$ cat src/rtl/uart_rx_cfg_if.sv
// rtl/uart_rx_cfg_if.sv - byte output handshake and status pulses of the UART receiver
interface uart_rx_cfg_if #(
    parameter int DATA_BITS = 8
);
    logic                 m_valid;
    logic                 m_ready;
    logic [DATA_BITS-1:0] m_data;
    logic                 parity_err;
    logic                 frame_err;
    logic                 break_det;
    logic                 overrun;

    modport master (
        output m_valid,
        output m_data,
        output parity_err,
        output frame_err,
        output break_det,
        output overrun,
        input  m_ready
    );

    modport slave (
        input  m_valid,
        input  m_data,
        input  parity_err,
        input  frame_err,
        input  break_det,
        input  overrun,
        output m_ready
    );
endinterface

$ cat src/rtl/uart_rx_cfg.sv
// rtl/uart_rx_cfg.sv - parametrised UART receiver with three-sample majority vote
module uart_rx_cfg #(
    parameter int CLK_FREQ  = 100,
    parameter int BIT_RATE  = 115200,
    parameter int DATA_BITS = 8,
    parameter int PARITY    = 0,
    parameter int STOP_BITS = 1
) (
    input  logic          clk,
    input  logic          rst_n,
    input  logic          uart_i,
    uart_rx_cfg_if.master m
);
    localparam int CYCLE = int'((64'(CLK_FREQ) * 64'd1_000_000) / 64'(BIT_RATE));
    localparam int CW    = $clog2(CYCLE);
    localparam int BW    = $clog2(DATA_BITS);

    localparam logic [CW-1:0] C_LAST = CW'(CYCLE - 1);
    localparam logic [CW-1:0] C_HM1  = CW'(CYCLE / 2 - 1);
    localparam logic [CW-1:0] C_H    = CW'(CYCLE / 2);
    localparam logic [CW-1:0] C_HP1  = CW'(CYCLE / 2 + 1);
    localparam logic [BW-1:0] B_LAST = BW'(DATA_BITS - 1);

    typedef enum logic [2:0] {
        IDLE  = 3'd0,
        START = 3'd1,
        DATA  = 3'd2,
        PAR   = 3'd3,
        STOP  = 3'd4
    } state_t;

    state_t               state_q, state_d;
    logic [2:0]           sync_q, sync_d;
    logic [CW-1:0]        cnt_q, cnt_d;
    logic [BW-1:0]        bit_q, bit_d;
    logic                 stop_idx_q, stop_idx_d;
    logic [1:0]           samp_q, samp_d;
    logic [DATA_BITS-1:0] shift_q, shift_d;
    logic                 any_one_q, any_one_d;
    logic                 par_bad_q, par_bad_d;
    logic                 stop_bad_q, stop_bad_d;
    logic                 m_valid_q, m_valid_d;
    logic [DATA_BITS-1:0] m_data_q, m_data_d;
    logic                 pe_q, pe_d;
    logic                 fe_q, fe_d;
    logic                 brk_q, brk_d;
    logic                 ovr_q, ovr_d;

    // sync_q[1] is the synchronised line; sync_q[2] is its one-clock-old copy
    logic s_now;
    logic fall;
    logic at_hp1;
    logic at_last;
    logic bit_val;
    logic exp_par;
    logic last_stop;

    assign s_now     = sync_q[1];
    assign fall      = ~sync_q[1] & sync_q[2];
    assign at_hp1    = (cnt_q == C_HP1);
    assign at_last   = (cnt_q == C_LAST);
    assign bit_val   = (samp_q[0] & samp_q[1]) | (samp_q[0] & s_now) | (samp_q[1] & s_now);
    assign exp_par   = (PARITY == 1) ? ~(^shift_q) : (^shift_q);
    assign last_stop = (STOP_BITS == 1) || stop_idx_q;

    assign m.m_valid    = m_valid_q;
    assign m.m_data     = m_data_q;
    assign m.parity_err = pe_q;
    assign m.frame_err  = fe_q;
    assign m.break_det  = brk_q;
    assign m.overrun    = ovr_q;

    // Next-state logic: bit timing, sampling, frame assembly, evaluation and output handshake
    always_comb begin
        state_d    = state_q;
        sync_d     = {sync_q[1:0], uart_i};
        cnt_d      = (state_q == IDLE || at_last) ? '0 : cnt_q + CW'(1);
        bit_d      = bit_q;
        stop_idx_d = stop_idx_q;
        samp_d     = samp_q;
        shift_d    = shift_q;
        any_one_d  = any_one_q;
        par_bad_d  = par_bad_q;
        stop_bad_d = stop_bad_q;
        m_valid_d  = m_valid_q & ~m.m_ready;
        m_data_d   = m_data_q;
        pe_d       = 1'b0;
        fe_d       = 1'b0;
        brk_d      = 1'b0;
        ovr_d      = 1'b0;

        // First two votes are latched; the third is the live sample at H+1
        if (cnt_q == C_HM1) samp_d[0] = s_now;
        if (cnt_q == C_H)   samp_d[1] = s_now;

        case (state_q)
            IDLE: begin
                if (fall) begin
                    state_d = START;
                    cnt_d   = '0;
                end
            end
            START: begin
                if (at_hp1 && bit_val) begin
                    // Start bit did not hold low: treat as a glitch
                    state_d = IDLE;
                    cnt_d   = '0;
                end else if (at_last) begin
                    state_d    = DATA;
                    bit_d      = '0;
                    any_one_d  = 1'b0;
                    par_bad_d  = 1'b0;
                    stop_bad_d = 1'b0;
                end
            end
            DATA: begin
                if (at_hp1) begin
                    shift_d   = {bit_val, shift_q[DATA_BITS-1:1]};
                    any_one_d = any_one_q | bit_val;
                end
                if (at_last) begin
                    if (bit_q == B_LAST) begin
                        state_d    = (PARITY != 0) ? PAR : STOP;
                        stop_idx_d = 1'b0;
                    end else begin
                        bit_d = bit_q + BW'(1);
                    end
                end
            end
            PAR: begin
                if (at_hp1) begin
                    par_bad_d = (bit_val != exp_par);
                    any_one_d = any_one_q | bit_val;
                end
                if (at_last) begin
                    state_d = STOP;
                end
            end
            STOP: begin
                if (at_hp1) begin
                    if (last_stop) begin
                        // Leave at mid stop bit so the next start edge is never missed
                        state_d = IDLE;
                        cnt_d   = '0;
                        if (!(any_one_q | bit_val)) begin
                            brk_d = 1'b1;
                        end else if (stop_bad_q | ~bit_val) begin
                            fe_d = 1'b1;
                        end else if (par_bad_q) begin
                            pe_d = 1'b1;
                        end else if (m_valid_q & ~m.m_ready) begin
                            ovr_d = 1'b1;
                        end else begin
                            m_valid_d = 1'b1;
                            m_data_d  = shift_q;
                        end
                    end else begin
                        stop_bad_d = stop_bad_q | ~bit_val;
                        any_one_d  = any_one_q | bit_val;
                    end
                end else if (at_last) begin
                    stop_idx_d = 1'b1;
                end
            end
            default: begin
                state_d = IDLE;
                cnt_d   = '0;
            end
        endcase
    end

    // Line synchroniser, reset to the idle-high level
    always_ff @(posedge clk or negedge rst_n) begin
        if (!rst_n) begin
            sync_q <= 3'b111;
        end else begin
            sync_q <= sync_d;
        end
    end

    // Receiver state, frame accumulators, output byte and status pulses
    always_ff @(posedge clk or negedge rst_n) begin
        if (!rst_n) begin
            state_q    <= IDLE;
            cnt_q      <= '0;
            bit_q      <= '0;
            stop_idx_q <= 1'b0;
            samp_q     <= '0;
            shift_q    <= '0;
            any_one_q  <= 1'b0;
            par_bad_q  <= 1'b0;
            stop_bad_q <= 1'b0;
            m_valid_q  <= 1'b0;
            m_data_q   <= '0;
            pe_q       <= 1'b0;
            fe_q       <= 1'b0;
            brk_q      <= 1'b0;
            ovr_q      <= 1'b0;
        end else begin
            state_q    <= state_d;
            cnt_q      <= cnt_d;
            bit_q      <= bit_d;
            stop_idx_q <= stop_idx_d;
            samp_q     <= samp_d;
            shift_q    <= shift_d;
            any_one_q  <= any_one_d;
            par_bad_q  <= par_bad_d;
            stop_bad_q <= stop_bad_d;
            m_valid_q  <= m_valid_d;
            m_data_q   <= m_data_d;
            pe_q       <= pe_d;
            fe_q       <= fe_d;
            brk_q      <= brk_d;
            ovr_q      <= ovr_d;
        end
    end
endmodule
$ cat src/flat_wrapper.sv
// flat-port wrapper written by rule: the top's interface ports become plain ports
module uart_rx_cfg_flat 
#(
    parameter int CLK_FREQ  = 100,
    parameter int BIT_RATE  = 115200,
    parameter int DATA_BITS = 8,
    parameter int PARITY    = 0,
    parameter int STOP_BITS = 1
)
  (clk, rst_n, uart_i, m_m_valid, m_m_data, m_parity_err, m_frame_err, m_break_det, m_overrun, m_m_ready);
  uart_rx_cfg_if #(.DATA_BITS(DATA_BITS)) m_i ();
  input  logic clk;
  input  logic rst_n;
  input  logic uart_i;
  output wire logic [$bits(m_i.m_valid)-1:0] m_m_valid;
  output wire logic [$bits(m_i.m_data)-1:0] m_m_data;
  output wire logic [$bits(m_i.parity_err)-1:0] m_parity_err;
  output wire logic [$bits(m_i.frame_err)-1:0] m_frame_err;
  output wire logic [$bits(m_i.break_det)-1:0] m_break_det;
  output wire logic [$bits(m_i.overrun)-1:0] m_overrun;
  input wire logic [$bits(m_i.m_ready)-1:0] m_m_ready;
  assign m_m_valid = m_i.m_valid;
  assign m_m_data = m_i.m_data;
  assign m_parity_err = m_i.parity_err;
  assign m_frame_err = m_i.frame_err;
  assign m_break_det = m_i.break_det;
  assign m_overrun = m_i.overrun;
  assign m_i.m_ready = m_m_ready;
  uart_rx_cfg #(.CLK_FREQ(CLK_FREQ), .BIT_RATE(BIT_RATE), .DATA_BITS(DATA_BITS), .PARITY(PARITY), .STOP_BITS(STOP_BITS)) u_core (.clk(clk), .rst_n(rst_n), .uart_i(uart_i), .m(m_i));
endmodule
$ cat config.mk
export PLATFORM = sky130hd
export DESIGN_NAME = uart_rx_cfg_flat
export DESIGN_NICKNAME = d
export VERILOG_FILES = /design/src/rtl/uart_rx_cfg_if.sv /design/src/rtl/uart_rx_cfg.sv /design/src/flat_wrapper.sv
export SDC_FILE = /design/constraint.sdc
export NUM_CORES = 1
export LEC_CHECK = 0
export ABC_AREA = 0
export BUFFER_PORTS_ARGS = -buffer_cell sky130_fd_sc_hd__clkbuf_2
export CAP_MARGIN = 25
export CORE_ASPECT_RATIO = 0.8
export CORE_MARGIN = 5
export CORE_UTILIZATION = 28
export CTS_CLUSTER_DIAMETER = 50
export CTS_CLUSTER_SIZE = 10
export DETAILED_ROUTE_END_ITERATION = 7
export PLACE_DENSITY_LB_ADDON = 0.15
export SKIP_CTS_REPAIR_TIMING = 1
export SLEW_MARGIN = 10
export SYNTH_ARGS = -nofsm -noshare
export SYNTH_HDL_FRONTEND = slang
export SYNTH_SLANG_ARGS = --single-unit
export TNS_END_PERCENT = 30
$ cat constraint.sdc
create_clock -name clk -period 2.3 [get_ports clk]
set_clock_uncertainty 0.1 [all_clocks]
set_input_delay 0.46 -clock clk [delete_from_list [all_inputs] [get_ports clk]]
set_output_delay 0.46 -clock clk [all_outputs]
set_load 0.005 [all_outputs]
# Word-level counts from Yosys, hierarchy flattened
# Cells that the tools add are included.
# W data, S select, Z words.
[word_totals]
in_bits = 4
elab_cells = 111
output_inout_bits = 13
register_bits = 44
[op_classes]
n_mux = 47
n_bitwise = 12
eq_ne = 21
add_sub_neg = 2
n_reduce_logical = 14
[ops]
columns = ["op", "count"]
rows = [
  ["$mux W10", 4],
  ["$pmux W10 S4", 1],
  ["$mux W3", 11],
  ["$eq A10 B9 Y1 const B", 3],
  ["$mux W1", 27],
  ["$ne A2 B1 Y1 const B", 8],
  ["$pmux W3 S5", 1],
  ["$reduce_and A6 Y1", 2],
  ["$add A10 B1 Y10 const B", 1],
  ["$eq A10 B10 Y1 const B", 1],
  ["$reduce_and A4 Y1", 2],
  ["$reduce_xor A8 Y1", 1],
  ["$eq A3 B2 Y1 const B", 2],
  ["$eq A3 B3 Y1 const B", 2],
  ["$pmux W3 S2", 1],
  ["$reduce_bool A2 Y1", 3],
  ["$and A1 B1 Y1", 5],
  ["$reduce_and A5 Y1", 1],
  ["$ne A2 B2 Y1 const B", 2],
  ["$not A1 Y1", 4],
  ["$pmux W1 S2", 2],
  ["$add A3 B1 Y3 const B", 1],
  ["$eq A3 B1 Y1 const B", 1],
  ["$logic_not A3 Y1", 1],
  ["7 further kinds", 9],
]

# Depth between registers and ports, before layout
# Gate-level depths: netlist of the first run.
[logic_depth]
ltp_word = 8
ltp_mapped = 7
mapped_depth_nobuf = 5

# Least setup slack after synthesis of the first run
# No wires, ideal clock.
[synth_timing]
path_kind = "register to register"
from = "reg u_core.cnt_q[0]"
to = "reg u_core.m_data_q[0], in the netlist u_core.m.m_data[0]"
setup_ns = 0.125
synth_period_minus_slack_ns = 2.189
setup_slack_ns = 0.111
path_stages_with_launch = 7
arrival_ns = 1.964
path_buffers = 1
t_required_ns = 2.075
path_cell_list = "dfrtp_1 -> ha_1 -> nor3b_2 -> nand2_1 -> or4b_4 -> buf_6 -> mux2_4"
[synth_between]
elab_chain_len = 2
[synth_rtl]
columns = ["element", "line", "rtl"]
rows = [
  ["start: declaration", "uart_rx_cfg.sv:34", "logic [CW-1:0] cnt_q, cnt_d;"],
  ["start signal: assignment", "uart_rx_cfg.sv:201", "cnt_q <= cnt_d;"],
  ["$eq A10 B9 Y1", "uart_rx_cfg.sv:60", "assign at_hp1 = (cnt_q == C_HP1);"],
  ["$reduce_and A6 Y1 (no source line)", "-", ""],
  ["end signal: assignment", "uart_rx_cfg.sv:210", "m_data_q <= m_data_d;"],
  ["end: declaration", "uart_rx_cfg.sv:43", "logic [DATA_BITS-1:0] m_data_q, m_data_d;"],
]
# Every way passes these cells.
# A chain may end at the register's enable or synchronous reset.

# Worst setup path in the final report of the first run
[layout_timing]
from = "reg u_core.cnt_q[0]"
to = "reg u_core.m_data_q[7], in the netlist u_core.m.m_data[7]"
# The elaborated chain is that of the path after synthesis.

==> results of run 1 <==
==> kinds of logic after synthesis <==
family	count (synthesis)	share of synthesized area
AOI/OAI and AO/OA	14	0.0419
muxes	21	0.124
DFF	44	0.521
and+or+nand+nor	64	0.178
buffers and inverters	13	0.0324
adders and majority gates	6	0.0342
xor gates and xnor gates	15	0.0684
==> flip-flops by register name, summed over array words and instances, names as in the netlist <==
signal               count
u_core.state_q           3
u_core.m.parity_err      1
u_core.m.overrun         1
u_core.bit_q             3
u_core.any_one_q         1
u_core.m.m_data          8
u_core.sync_q            3
u_core.m.break_det       1
u_core.m.frame_err       1
u_core.cnt_q            10
u_core.m.m_valid         1
u_core.par_bad_q         1
u_core.shift_q           8
u_core.samp_q            2
==> final cells by class <==
cell class,count,area (µm²)
fill,750,4870
sequential,44,1100
multi-input combinational,120,947
timing repair buffer,35,223
tap,105,131
clock buffer,5,68.8
inverter,7,26.3
clock inverter,3,23.8
==> worst paths after layout <==
check	start	end	slack, ns	depth (start not counted)
setup / recovery	u_core.cnt_q[0]$_DFF_PN0_	u_core.m.m_data[7]$_DFFE_PN0P_	0.19	5
hold / removal	rst_n	u_core.m.m_data[5]$_DFFE_PN0P_	0.13	2
setup reg to reg	u_core.cnt_q[0]$_DFF_PN0_	u_core.m.m_data[7]$_DFFE_PN0P_	0.19	5
hold reg to reg	u_core.sync_q[0]$_DFF_PN1_	u_core.sync_q[1]$_DFF_PN1_	0.26	0
max in group asynchronous	rst_n	u_core.sync_q[2]$_DFF_PN1_	1.58	2
min in group clk	uart_i	u_core.sync_q[0]$_DFF_PN1_	0.14	1
==> per-stage QoR <==
step / hold WS, ns / utilization
final: 0.128 / 0.342
after global routing: 0.123 / 0.342
after CTS: 0.127 / 0.342
after detailed placement: 0.249 / 0.329
after global placement: 0.247 / 0.329
after floorplan: 0.0644 / -
==> cells in the mapped netlist, drive strengths merged <==
master	instances	area share
dfrtp	41	0.48
mux2	19	0.12
nor3	14	0.033
nand3	10	0.029
nand2	9	0.016
xnor2	8	0.033
inv	7	0.012
nor2	7	0.012
xor2	6	0.025
buf	5	0.018
ha	5	0.029
nand4	5	0.015
a21oi	4	0.0094
dfstp	3	0.037
nand2b	3	0.0089
o21ai	3	0.0071
or3	3	0.0089
a311oi	2	0.0083
and3	2	0.0059
mux2i	2	0.0094
nor3b	2	0.012
nor4	2	0.0059
a211oi	1	0.0035
a21o	1	0.0035
a22oi	1	0.0035
and2	1	0.0030
and2b	1	0.0035
and4	1	0.0041
and4b	1	0.0047
clkbuf	1	0.0018
maj3	1	0.0047
nor4bb	1	0.0047
o21bai	1	0.0035
o22ai	1	0.0030
or3b	1	0.0041
or4b	1	0.0065
xnor3	1	0.011
==> routing by layer <==
layer | part of all wire | up-vias | track usage
met3 | 0.039 | 6 | 0.0273
li1 | - | 701 | -
met1 | 0.58 | 680 | 0.166
met4 | 0.011 | 0 | 0.0348
met5 | 0 | - | 0
met2 | 0.37 | 13 | 0.129
==> report_power, final <==
group / total (W) / switching, W / internal [W]
clock network: 0.000500 / 0.000285 / 0.000215
registers: 0.000906 / 0.0000680 / 0.000838
logic: 0.000276 / 0.000145 / 0.000131
total: 0.00168 / 0.000499 / 0.00118
==> critical path, stage by stage (launching register included) <==
cell,delay [ns]
dfrtp_1,0.44
ha_1,0.19
nor3b_2,0.20
nand2_1,0.12
or4b_4,0.62
mux2_4,0.33
==> results.cfg, run 1 <==
[clock_tree]
numClockSinks = 44
path_clk_slew_ns = 0.09
cts_tree = done
cts-root-buf = clkbuf_8
cts_buffers = 5
clock_latency_ns = 0.30
clockBufferDepth = 2
h-tree-depth = 2

[floorplan]
num_rows = 28
dieWidth_um = 107
start_util = 0.287
io_pins = 17
coreArea_um2 = 7390
die_h_um = 87.8
die_area_um2 = 9430

[sta]
min_period_over_period = 0.918
fin_crit_ns = 2.11
worst_pin_slew_ns = 0.566
slew_headroom = 0.623
rsz0062_at_grt = false
slew_viol_final = 0
fmax_mhz = 473
hold_violations = 0
layout_setup_ws_ns = 0.188
final-setup-viol-count = 0
finalSetupTns_ns = 0

[layout]
syn2layout_area_growth_pct = 19.1
drive_gt1_frac = 0.318
final_cell_mix = 41 x dfrtp_1, 19 x buf_4, 16 x clkbuf_2
final_common_cell = dfrtp_1
finalNonFillerCells = 319
final_nets = 222
diodes = 0
stdcell_area_um2 = 2520

[synth]
ys_seq_area_frac = 0.521
synth.avg_cell_area_um2 = 12.0
synth-seq-cells = 44
syn_inst = 177
yosysWarnings = 0
ys_types = 42
syn_area_um2 = 2120
mappedNetlistNets = 186

[drt]
ant_nets = 0
drc = 0
dr.pass1.iters = 4
viasPerCell = 4.39
routed_wl_mm = 4.43
num_vias = 1400
drtIter0Drc = 50
wl_per_cell_um = 13.9

[pwr]
powerDensity_nw_per_um2 = 667
ir_drop_mv = 0.197
total_power_w = 0.00168
leakage_nw = 1.20

[global_routing]
overflow = 0
track_usage = 0.103
antenna_found_initial = 0
grt_max_degree = 45
grt_pass1_wl_mm = 7.47
first_global_vias = 1412

[placement]
gp_congestion = 0.761
dp.cells = 311
dpl_cell_area_um2 = 2430
hpwl_mm = 3.19
place_ws_ns = 0.183
numPortBuffers = 16

[setup_path]
worstPathMaxFanout = 8
cp.arrival_ns = 2.20
startpoint_type = register
worstSetupEndpointType = register
critPathKind = reg -> reg
critPathRequiredTime_ns = 2.38

[job]
max_cap_violations = 0

[outcome]
outcome = finished clean

[worst_hold_path]
hp-class = in -> async
Note: power is estimated with default switching activity, not from simulation.
==> inputs of run 2 (changes only) <==
==> constraint.sdc (replaced) <==
create_clock -name clk -period 2.5 [get_ports clk]
set_clock_uncertainty 0.1 [all_clocks]
set_input_delay 0.5 -clock clk [delete_from_list [all_inputs] [get_ports clk]]
set_output_delay 0.5 -clock clk [all_outputs]
set_load 0.005 [all_outputs]
==> run 2 against run 1 <==
Critical path depth fell by 1. Sequential cell count did not move. Clock-buffer cell count did not move. Combinational power fell by 36%. Cell area fell by 2.8%. Sequential power fell by 4.2%. Die area did not move. Fmax fell by 7.4%. Clock power rose by 8.8%.
==> results.cfg, run 2 (synthesis results as in run 1) <==
[sta]
worst_pin_slew_ns = 0.541
final-setup-viol-count = 0
slew_headroom = 0.634
fin_crit_ns = 2.28
rsz0062_at_grt = false
fmax_mhz = 439
min_period_over_period = 0.912
finalSetupTns_ns = 0
slew_viol_final = 0
hold_violations = 0

[pwr]
ir_drop_mv = 0.220
leakage_nw = 1.15
powerDensity_nw_per_um2 = 648

[floorplan]
num_rows = 28
coreArea_um2 = 7390
die_h_um = 87.8
start_util = 0.287
die_area_um2 = 9430
dieWidth_um = 107
io_pins = 17

[outcome]
outcome = finished clean

[layout]
final_util = 0.332
stdcell_area_um2 = 2450
final_cell_mix = 41 x dfrtp_1, 16 x clkbuf_2, 14 x nor3_1
drive_gt1_frac = 0.277
diodes = 0
fill_cells = 733
final_common_cell = dfrtp_1
syn2layout_area_growth_pct = 15.7
largest_register = u_core.cnt_q
final_nets = 210
largest_register_ffs = 10

[setup_path]
critPathRequiredTime_ns = 2.58
worstSetupEndpointType = register
cp_slowest_cell = or4b_4
cp.arrival_ns = 2.36
path_cells = and4b_1 -> nand3_4 -> or4b_4 -> mux2_4
r2r.worst_path.cells = 4
slowest_delay_ns = 0.65
path_buf_inv = 0
critPathKind = reg -> reg
worstPathMaxFanout = 8
path_depth = 4
crit_family = simple AND/OR/NAND/NOR gates
startpoint_type = register
reg2reg_from = u_core.cnt_q[6]$_DFF_PN0_
r2r_end = u_core.m.m_data[7]$_DFFE_PN0P_
r2r_slack_ns = 0.22

[drt]
viasPerCell = 4.43
routed_wl_mm = 4.29
num_vias = 1361
wl_per_cell_um = 14.0
drc = 0
ant_nets = 0
drtIter0Drc = 73
dr.pass1.iters = 4

[placement]
numPortBuffers = 16
gp_congestion = 0.811
dpl_cell_area_um2 = 2340
hpwl_mm = 3.11

[global_routing]
track_usage = 0.101
antenna_found_initial = 0
grt_pass1_wl_mm = 7.40
overflow = 0
first_global_vias = 1422
grt_max_degree = 18

[clock_tree]
clockBufferDepth = 2
cts_buffers = 5
path_clk_slew_ns = 0.09
cts_tree = done
cts-root-buf = clkbuf_8
h-tree-depth = 2
clock_latency_ns = 0.29
numClockSinks = 44

[job]
max_cap_violations = 0

[worst_hold_path]
hp-class = in -> async
==> run 2: cell count changes in the layout (fill, tap and decap cells not counted), sizes merged <==
cell and delta:
clkinvlp -1, buf -12, bufinv +1
==> run 2: worst register-to-register path, delay by kind of cell (launching register included) <==
family           cells  cell delay [ns]
muxes                1             0.34
DFF                  1             0.46
and+or+nand+nor      3             1.28
==> run 2: report_power, final <==
| group | leakage [nW] | switching, W | internal (W) | total [W] |
|---|---|---|---|---|
| Sequential | 0.586 | 0.0000973 | 0.000771 | 0.000868 |
| Combinational | 0.509 | 0.0000913 | 0.0000855 | 0.000177 |
| Clock | 0.0541 | 0.000248 | 0.000296 | 0.000544 |
| Total | 1.15 | 0.000436 | 0.00115 | 0.00159 |
==> run 2: area by class of cell <==
cell class,instances,area (µm²),share of cell area
Clock inverter,3,42.5,0.0173
Timing Repair Buffer,23,133,0.0541
Tap cell,105,131,0.0535
Multi-Input combinational cell,120,947,0.386
Inverter,7,26.3,0.0107
Clock buffer,5,68.8,0.0280
Sequential cell,44,1100,0.450
==> run 2: per-layer routing <==
layer | global-route usage | share of wire | wire (µm) | vias to the layer above
li1 | - | - | - | 677
met1 | 0.154 | 0.56 | 2380 | 665
met5 | 0 | 0 | 0 | -
met3 | 0.0265 | 0.034 | 147 | 5
met2 | 0.136 | 0.40 | 1720 | 14
met4 | 0.0314 | 0.0098 | 42 | 0
==> run 2: stage by stage <==
stage / power [W] / hold slack [ns] / std cells / setup WS [ns]
5_1_grt: 0.00168 / 0.0470 / 307 / 0.132
4_1_cts: 0.00162 / 0.0283 / 307 / 0.223
3_3_place_gp: 0.00106 / 0.261 / 299 / 0.234
3_5_place_dp: 0.00106 / 0.254 / 299 / 0.232
2_1_floorplan: 0.00101 / 0.104 / 177 / 0.311
6_report: 0.00159 / 0.0289 / 307 / 0.220
==> run 2: worst max path at each step <==
stage	slack, ns	end	start
finish	0.22	u_core.m.m_data[7]$_DFFE_PN0P_	u_core.cnt_q[6]$_DFF_PN0_
global route	0.13	u_core.bit_q[0]$_DFFE_PN0P_	u_core.cnt_q[4]$_DFF_PN0_
CTS	0.22	u_core.m.m_data[7]$_DFFE_PN0P_	u_core.cnt_q[6]$_DFF_PN0_
detailed placement	0.23	u_core.m.m_data[6]$_DFFE_PN0P_	u_core.cnt_q[6]$_DFF_PN0_
global placement	0.23	u_core.m.m_data[7]$_DFFE_PN0P_	u_core.cnt_q[4]$_DFF_PN0_
floorplan	0.31	u_core.m.m_data[0]$_DFFE_PN0P_	u_core.cnt_q[0]$_DFF_PN0_
